<file path="config.mk">
export PLATFORM = sky130hd
export DESIGN_NAME = urv_writeback_flat
export DESIGN_NICKNAME = d
export VERILOG_FILES = /design/src/rtl/urv_writeback_pkg.sv /design/src/rtl/urv_writeback_if.sv /design/src/rtl/urv_writeback_load_align.sv /design/src/rtl/urv_writeback.sv /design/src/flat_wrapper.sv
export SDC_FILE = /design/constraint.sdc
export NUM_CORES = 1
export LEC_CHECK = 0
export BUFFER_PORTS_ARGS = -buffer_cell sky130_fd_sc_hd__buf_2
export CORE_MARGIN = 4
export CORE_UTILIZATION = 32
export CTS_CLUSTER_SIZE = 24
export DETAILED_ROUTE_END_ITERATION = 8
export PLACE_DENSITY = 0.84
export SETUP_SLACK_MARGIN = 0.02
export SLEW_MARGIN = 15
export SYNTH_ARGS = -nofsm -noshare
export SYNTH_HDL_FRONTEND = slang
export SYNTH_SLANG_ARGS = --single-unit
</file>
<file path="constraint.sdc">
create_clock -name clk_i -period 1.8 [get_ports clk_i]
set_clock_uncertainty 0.1 [all_clocks]
set_input_delay 0 -clock clk_i [delete_from_list [all_inputs] [get_ports clk_i]]
set_output_delay 0 -clock clk_i [all_outputs]
set_load 0.02 [all_outputs]
</file>
<file path="src/rtl/urv_writeback_pkg.sv">
// Shared definitions for the writeback stage: load width codes, result source codes, FSM encodings.
package urv_defs;

    localparam logic [2:0] LDST_B  = 3'b000;
    localparam logic [2:0] LDST_H  = 3'b001;
    localparam logic [2:0] LDST_L  = 3'b010;
    localparam logic [2:0] LDST_BU = 3'b100;
    localparam logic [2:0] LDST_HU = 3'b101;

    localparam logic [1:0] RD_SOURCE_ALU      = 2'd0;
    localparam logic [1:0] RD_SOURCE_SHIFTER  = 2'd1;
    localparam logic [1:0] RD_SOURCE_MULTIPLY = 2'd2;
    localparam logic [1:0] RD_SOURCE_CSR      = 2'd3;

    localparam logic [1:0] WB_IDLE       = 2'd0;
    localparam logic [1:0] WB_WAIT_LOAD  = 2'd1;
    localparam logic [1:0] WB_WAIT_STORE = 2'd2;

    // ALU and CSR results share the x_rd_value bus.
    function automatic logic [31:0] select_result(
        input logic [1:0]  source,
        input logic [31:0] value,
        input logic [31:0] shifter,
        input logic [31:0] multiply
    );
        case (source)
            RD_SOURCE_SHIFTER:  return shifter;
            RD_SOURCE_MULTIPLY: return multiply;
            default:            return value;
        endcase
    endfunction

endpackage

</file>
<file path="src/rtl/urv_writeback_if.sv">
// Pipeline-side bundle of the writeback stage: X-stage qualifiers/results, memory completion, RF write port.
interface urv_writeback_if;

    logic        w_stall_i;
    logic        w_stall_req_o;
    logic        x_valid_i;
    logic        x_load_i;
    logic        x_store_i;
    logic        x_rd_write_i;
    logic [2:0]  x_fun_i;
    logic [4:0]  x_rd_i;
    logic [1:0]  x_rd_source_i;
    logic [31:0] x_rd_value_i;
    logic [31:0] x_rd_shifter_i;
    logic [31:0] x_rd_multiply_i;
    logic [31:0] x_dm_addr_i;
    logic [31:0] dm_data_l_i;
    logic        dm_load_done_i;
    logic        dm_store_done_i;
    logic [4:0]  rf_rd_o;
    logic [31:0] rf_rd_value_o;
    logic        rf_rd_write_o;

    modport master (
        output w_stall_i, x_valid_i, x_load_i, x_store_i, x_rd_write_i, x_fun_i, x_rd_i,
               x_rd_source_i, x_rd_value_i, x_rd_shifter_i, x_rd_multiply_i, x_dm_addr_i,
               dm_data_l_i, dm_load_done_i, dm_store_done_i,
        input  w_stall_req_o, rf_rd_o, rf_rd_value_o, rf_rd_write_o
    );

    modport slave (
        input  w_stall_i, x_valid_i, x_load_i, x_store_i, x_rd_write_i, x_fun_i, x_rd_i,
               x_rd_source_i, x_rd_value_i, x_rd_shifter_i, x_rd_multiply_i, x_dm_addr_i,
               dm_data_l_i, dm_load_done_i, dm_store_done_i,
        output w_stall_req_o, rf_rd_o, rf_rd_value_o, rf_rd_write_o
    );

endinterface

</file>
<file path="src/rtl/urv_writeback_load_align.sv">
// Combinational load data extraction: selects byte/halfword by address and sign/zero-extends.
module urv_load_align
    import urv_defs::*;
(
    input  logic [2:0]  fun_i,
    input  logic [1:0]  addr_i,
    input  logic [31:0] data_i,
    output logic [31:0] value_o
);

    logic [7:0]  byte_sel;
    logic [15:0] half_sel;

    always_comb begin
        case (addr_i)
            2'd0:    byte_sel = data_i[7:0];
            2'd1:    byte_sel = data_i[15:8];
            2'd2:    byte_sel = data_i[23:16];
            default: byte_sel = data_i[31:24];
        endcase
        half_sel = addr_i[1] ? data_i[31:16] : data_i[15:0];
    end

    always_comb begin
        case (fun_i)
            LDST_B:  value_o = {{24{byte_sel[7]}}, byte_sel};
            LDST_BU: value_o = {24'h0, byte_sel};
            LDST_H:  value_o = {{16{half_sel[15]}}, half_sel};
            LDST_HU: value_o = {16'h0, half_sel};
            default: value_o = data_i;
        endcase
    end

endmodule

</file>
<file path="src/rtl/urv_writeback.sv">
// Writeback stage: result mux, load/store completion FSM and register-file write port.
// Optional retired-instruction counter enabled by URV_WB_INSTRET_EN.
module urv_writeback
    import urv_defs::*;
(
    input  logic              clk_i,
    input  logic              rst_i,
`ifdef URV_WB_INSTRET_EN
    output logic [63:0]       instret_o,
`endif
    urv_writeback_if.slave    wb
);

    logic [1:0]  state_q, state_d;
    logic [4:0]  ld_rd_q;
    logic [2:0]  ld_fun_q;
    logic [1:0]  ld_addr_q;

    logic        accept;
    logic        capture;
    logic        use_load;
    logic        write;
    logic        stall_req;
    logic        retire;
    logic [4:0]  rd_sel;
    logic [2:0]  fun_sel;
    logic [1:0]  addr_sel;
    logic [31:0] load_value;
    logic        unused_addr;

    assign unused_addr = ^wb.x_dm_addr_i[31:2];
    assign accept      = wb.x_valid_i & ~wb.w_stall_i & (state_q == WB_IDLE);

    // Reset gates every combinational effect so it wins over same-cycle done pulses.
    always_comb begin
        state_d   = state_q;
        capture   = 1'b0;
        use_load  = 1'b0;
        write     = 1'b0;
        stall_req = 1'b0;
        retire    = 1'b0;
        rd_sel    = wb.x_rd_i;
        fun_sel   = wb.x_fun_i;
        addr_sel  = wb.x_dm_addr_i[1:0];
        case (state_q)
            WB_IDLE: begin
                if (accept) begin
                    if (wb.x_load_i) begin
                        use_load = 1'b1;
                        if (wb.dm_load_done_i) begin
                            write  = 1'b1;
                            retire = 1'b1;
                        end else begin
                            capture   = 1'b1;
                            stall_req = 1'b1;
                            state_d   = WB_WAIT_LOAD;
                        end
                    end else if (wb.x_store_i) begin
                        if (wb.dm_store_done_i) begin
                            retire = 1'b1;
                        end else begin
                            stall_req = 1'b1;
                            state_d   = WB_WAIT_STORE;
                        end
                    end else begin
                        write  = wb.x_rd_write_i;
                        retire = 1'b1;
                    end
                end
            end
            WB_WAIT_LOAD: begin
                use_load = 1'b1;
                rd_sel   = ld_rd_q;
                fun_sel  = ld_fun_q;
                addr_sel = ld_addr_q;
                if (wb.dm_load_done_i) begin
                    write   = 1'b1;
                    retire  = 1'b1;
                    state_d = WB_IDLE;
                end else begin
                    stall_req = 1'b1;
                end
            end
            WB_WAIT_STORE: begin
                if (wb.dm_store_done_i) begin
                    retire  = 1'b1;
                    state_d = WB_IDLE;
                end else begin
                    stall_req = 1'b1;
                end
            end
            default: state_d = WB_IDLE;
        endcase
        if (rst_i) begin
            write     = 1'b0;
            stall_req = 1'b0;
            retire    = 1'b0;
            capture   = 1'b0;
        end
    end

    urv_load_align u_load_align (
        .fun_i   (fun_sel),
        .addr_i  (addr_sel),
        .data_i  (wb.dm_data_l_i),
        .value_o (load_value)
    );

    assign wb.w_stall_req_o = stall_req;
    assign wb.rf_rd_o       = rd_sel;
    assign wb.rf_rd_write_o = write & (rd_sel != 5'd0);
    assign wb.rf_rd_value_o = use_load ? load_value
                            : select_result(wb.x_rd_source_i, wb.x_rd_value_i,
                                            wb.x_rd_shifter_i, wb.x_rd_multiply_i);

    always_ff @(posedge clk_i) begin
        if (rst_i) begin
            state_q   <= WB_IDLE;
            ld_rd_q   <= '0;
            ld_fun_q  <= '0;
            ld_addr_q <= '0;
        end else begin
            state_q <= state_d;
            if (capture) begin
                ld_rd_q   <= wb.x_rd_i;
                ld_fun_q  <= wb.x_fun_i;
                ld_addr_q <= wb.x_dm_addr_i[1:0];
            end
        end
    end

`ifdef URV_WB_INSTRET_EN
    always_ff @(posedge clk_i) begin
        if (rst_i)
            instret_o <= '0;
        else if (retire)
            instret_o <= instret_o + 64'd1;
    end
`else
    logic unused_retire;
    assign unused_retire = retire;
`endif

endmodule

</file>
<file path="src/flat_wrapper.sv">
// flat-port wrapper written by rule: the top's interface ports become plain ports
module urv_writeback_flat import urv_defs::*;
  (clk_i, rst_i, wb_w_stall_i, wb_x_valid_i, wb_x_load_i, wb_x_store_i, wb_x_rd_write_i, wb_x_fun_i, wb_x_rd_i, wb_x_rd_source_i, wb_x_rd_value_i, wb_x_rd_shifter_i, wb_x_rd_multiply_i, wb_x_dm_addr_i, wb_dm_data_l_i, wb_dm_load_done_i, wb_dm_store_done_i, wb_w_stall_req_o, wb_rf_rd_o, wb_rf_rd_value_o, wb_rf_rd_write_o);
  urv_writeback_if wb_i ();
  input  logic clk_i;
  input  logic rst_i;
  input wire logic [$bits(wb_i.w_stall_i)-1:0] wb_w_stall_i;
  input wire logic [$bits(wb_i.x_valid_i)-1:0] wb_x_valid_i;
  input wire logic [$bits(wb_i.x_load_i)-1:0] wb_x_load_i;
  input wire logic [$bits(wb_i.x_store_i)-1:0] wb_x_store_i;
  input wire logic [$bits(wb_i.x_rd_write_i)-1:0] wb_x_rd_write_i;
  input wire logic [$bits(wb_i.x_fun_i)-1:0] wb_x_fun_i;
  input wire logic [$bits(wb_i.x_rd_i)-1:0] wb_x_rd_i;
  input wire logic [$bits(wb_i.x_rd_source_i)-1:0] wb_x_rd_source_i;
  input wire logic [$bits(wb_i.x_rd_value_i)-1:0] wb_x_rd_value_i;
  input wire logic [$bits(wb_i.x_rd_shifter_i)-1:0] wb_x_rd_shifter_i;
  input wire logic [$bits(wb_i.x_rd_multiply_i)-1:0] wb_x_rd_multiply_i;
  input wire logic [$bits(wb_i.x_dm_addr_i)-1:0] wb_x_dm_addr_i;
  input wire logic [$bits(wb_i.dm_data_l_i)-1:0] wb_dm_data_l_i;
  input wire logic [$bits(wb_i.dm_load_done_i)-1:0] wb_dm_load_done_i;
  input wire logic [$bits(wb_i.dm_store_done_i)-1:0] wb_dm_store_done_i;
  output wire logic [$bits(wb_i.w_stall_req_o)-1:0] wb_w_stall_req_o;
  output wire logic [$bits(wb_i.rf_rd_o)-1:0] wb_rf_rd_o;
  output wire logic [$bits(wb_i.rf_rd_value_o)-1:0] wb_rf_rd_value_o;
  output wire logic [$bits(wb_i.rf_rd_write_o)-1:0] wb_rf_rd_write_o;
  assign wb_i.w_stall_i = wb_w_stall_i;
  assign wb_i.x_valid_i = wb_x_valid_i;
  assign wb_i.x_load_i = wb_x_load_i;
  assign wb_i.x_store_i = wb_x_store_i;
  assign wb_i.x_rd_write_i = wb_x_rd_write_i;
  assign wb_i.x_fun_i = wb_x_fun_i;
  assign wb_i.x_rd_i = wb_x_rd_i;
  assign wb_i.x_rd_source_i = wb_x_rd_source_i;
  assign wb_i.x_rd_value_i = wb_x_rd_value_i;
  assign wb_i.x_rd_shifter_i = wb_x_rd_shifter_i;
  assign wb_i.x_rd_multiply_i = wb_x_rd_multiply_i;
  assign wb_i.x_dm_addr_i = wb_x_dm_addr_i;
  assign wb_i.dm_data_l_i = wb_dm_data_l_i;
  assign wb_i.dm_load_done_i = wb_dm_load_done_i;
  assign wb_i.dm_store_done_i = wb_dm_store_done_i;
  assign wb_w_stall_req_o = wb_i.w_stall_req_o;
  assign wb_rf_rd_o = wb_i.rf_rd_o;
  assign wb_rf_rd_value_o = wb_i.rf_rd_value_o;
  assign wb_rf_rd_write_o = wb_i.rf_rd_write_o;
  urv_writeback u_core (.clk_i(clk_i), .rst_i(rst_i), .wb(wb_i));
endmodule
</file>
==> qor.tcl <==
set qor(number_of_flops_mapped_to_enable_cells_by_yosys) 0
set qor(layout-drive-gt1-share_pct) 58.2
set qor(drt-initial-drc-count) 264
set qor(route.detailed.vias_per_inst) 5.67
set qor(achievable_frequency_mhz) 451
set qor(grt-ovfl-total) 0
set qor(syn_avg_cell_area_um2) 7.10
set qor(hpwlAfterDp_um) 9430
set qor(power.density_mw_per_mm2) 426
set qor(final_core_utilization_pct) 62.2
set qor(syn-num-nets) 515
set qor(std_cell_rows) 31
set qor(cp-end-kind) {output port}
set qor(status) {finished with violations}
set qor(htreeDepth) 1
set qor(fp.dieH_um) 94.1
set qor(first_global_vias) 3650
set qor(vias) 3682
set qor(detail_route.wirelength_um) 12100
set qor(synth_flop_cell) {dfxtp_1}
set qor(most-common-layout-cells) {154 x buf_2, 41 x nand2_1, 38 x buf_4, 33 x a22oi_1, 31 x buf_6}
set qor(drt.antenna.violating_nets) 0
set qor(antenna_found_initial) 0
set qor(grt_pass1_wl_um) 18000
set qor(critical_path_peak_fanout) 6
set qor(grt_util_all_layers_pct) 25.5
set qor(clock_tree.buffer_depth) 2
set qor(synthDistinctLibCells) 51
set qor(floorplan.die_area_mm2) 0.00885
set qor(maxCapViolations) 0
set qor(hold_viol) 0
set qor(synthCells) 334
set qor(root_buffer) {clkbuf_8}
set qor(path_clk_slew_ns) 0.05
set qor(route.detailed.wl_per_inst_um) 18.6
set qor(layout_setup_ws_ns) -0.417
set qor(syn_area_mm2) 0.00237
set qor(worst-endpoint-arrival_ns) 2.12
set qor(gp_congestion) 0.947
set qor(type_of_the_worst_setup_path) {reg -> out}
set qor(setup_viol_count_final) 32
set qor(final_common_cell) {buf_2}
set qor(final_period_minus_worst_setup_slack_ns) 2.22
set qor(place.port_buffers) 187
set qor(grt_max_degree) 33
set qor(die_x_um) 94.1
set qor(postSynth.asyncResetShare_pct) 0
set qor(route.detailed.drc) 0
set qor(initial_utilization_pct) 32.8
set qor(preCtsSetupSlack_ns) -0.286
set qor(failed_checks) {setup timing}
set qor(ys_ff_latch) 12
set qor(area_growth_pct) 89.4
set qor(placeableCoreArea_mm2) 0.00721
set qor(timing.final.crit_share_pct) 123
set qor(clock_sink_count) 12
set qor(critical_path_required_ns) 1.70
set qor(worstSkewPairLatency_ns) 0.24
set qor(vdd_drop_max_uv) 267
set qor(synth_warn) 0
set qor(drt_first_pass_iters) 7
set qor(synth_sequential_area_ratio_pct) 10.1
set qor(worstSetupStartpointType) {register}
set qor(final_max_slew_viol_count) 0
set qor(timing_worst_slew_pin_value_ns) 0.566
set qor(tritoncts) {yes}
set qor(diodes) 0
set qor(unrepaired_setup_endpoints_after_global_routing) {true}
set qor(type_of_the_worst_min_delay_path) {in -> reg}
set qor(design.final.nets) 732
set qor(cts-buffers-inserted) 3
set qor(ios) 218
set qor(slew_headroom_pct) 62.3
set qor(static_leakage_power_nw) 2.02
critical path, cell delays in order (launching register included):
cell and delay, ns:
dfxtp_4 0.38, buf_6 0.13, and4bb_2 0.25, a31oi_4 0.24, buf_6 0.19, mux2i_2 0.22, a2bb2oi_2 0.08, o221a_4 0.26
buf_6 0.13
power breakdown:
part           internal [mW]  switching, mW
clock                  0.156          0.102
sequential             0.269        0.00633
combinational          0.677          0.700
sequential cells by signal (all words and copies together), names as in the netlist:
signal and cells:
u_core.ld_rd_q 5, u_core.ld_fun_q 3, u_core.ld_addr_q 2, u_core.state_q 2
per-stage QoR:
step | power, mW | cells | TNS, ns | hold WS (ns) | instance area [um^2]
2_1_floorplan | 0.958 | 334 | -2.71 | -0.0273 | 2640
3_3_place_gp | 1.39 | 631 | -5.83 | 0.106 | 3880
3_5_place_dp | 1.41 | 631 | -6.39 | 0.113 | 3880
4_1_cts | 1.83 | 648 | -10.90 | 0.0408 | 4360
5_1_grt | 2.00 | 649 | -13.68 | 0.0610 | 4490
6_report | 1.91 | 649 | -11.39 | 0.0428 | 4490
layer usage:
layer  part of all wire (%)  GRT usage [%]
met2                     49           45.5
met3                    8.9           4.97
met5                      0              0
met1                     39           31.1
met4                    3.1           6.74
cell usage after synthesis (2+ instances only):
master	number	share of area, %
a21oi_1	29	6.1
a221oi_1	6	2.2
a221oi_2	2	1.3
a22oi_1	49	16
a2bb2oi_1	7	2.6
a31oi_1	2	0.53
a31oi_4	4	3.6
and4bb_2	2	1.1
buf_1	2	0.32
buf_6	2	0.95
clkbuf_1	21	3.3
dfxtp_1	12	10
ha_1	2	1.1
inv_1	14	2.2
mux2_2	11	5.2
mux2_4	2	1.3
mux2i_1	10	4.2
nand2_1	42	6.7
nand3b_1	8	2.5
nor2_1	29	4.6
nor2b_1	6	1.6
nor3_1	9	1.9
nor4_1	3	0.79
o211ai_1	10	3.2
o21ai_0	17	3.6
o221a_2	7	3.3
or3_1	2	0.53
path summary, 6_finish.rpt:
path                     startpoint  depth (start not counted)  slack, ns                   to
setup reg to reg  u_core.state_q[1]                          4       0.15    u_core.state_q[1]
hold reg to reg   u_core.ld_rd_q[2]                          2       0.41    u_core.ld_rd_q[2]
setup / recovery  u_core.state_q[0]                          8      -0.42  wb_rf_rd_value_o[6]
hold / removal    wb_x_dm_addr_i[0]                          2       0.04  u_core.ld_addr_q[0]
cell type report:
class,count,area [um^2]
inverters,14,55.1
multi-input cells,280,2370
well taps,99,124
fillers,619,2730
flip-flops and latches,12,248
repair buffers,240,1650
clock buffers,4,45.0
logic make-up (layout without fill, tap and decap cells):
family / after synthesis / after routing / share of synthesized area (%)
AND/OR/NAND/NOR: 112 / 113 / 23.5
adder cells (fa/ha/maj): 2 / 2 / 1.06
AO/OA/AOI/OAI: 141 / 141 / 45.2
flip-flops: 12 / 12 / 10.1
multiplexers: 24 / 24 / 11.7
buffers and inverters: 43 / 258 / 8.39
timing repair:
action                                 CTS  global route
endpoints found under the hold margin    9             0
buffers inserted                         4             0
cloned                                   1             1
setup endpoints to repair               34            35
resized for setup                       79            26
pin swaps                               22             4
hold buffers                            10             0
No activity file was read; power rests on OpenSTA's default activity.
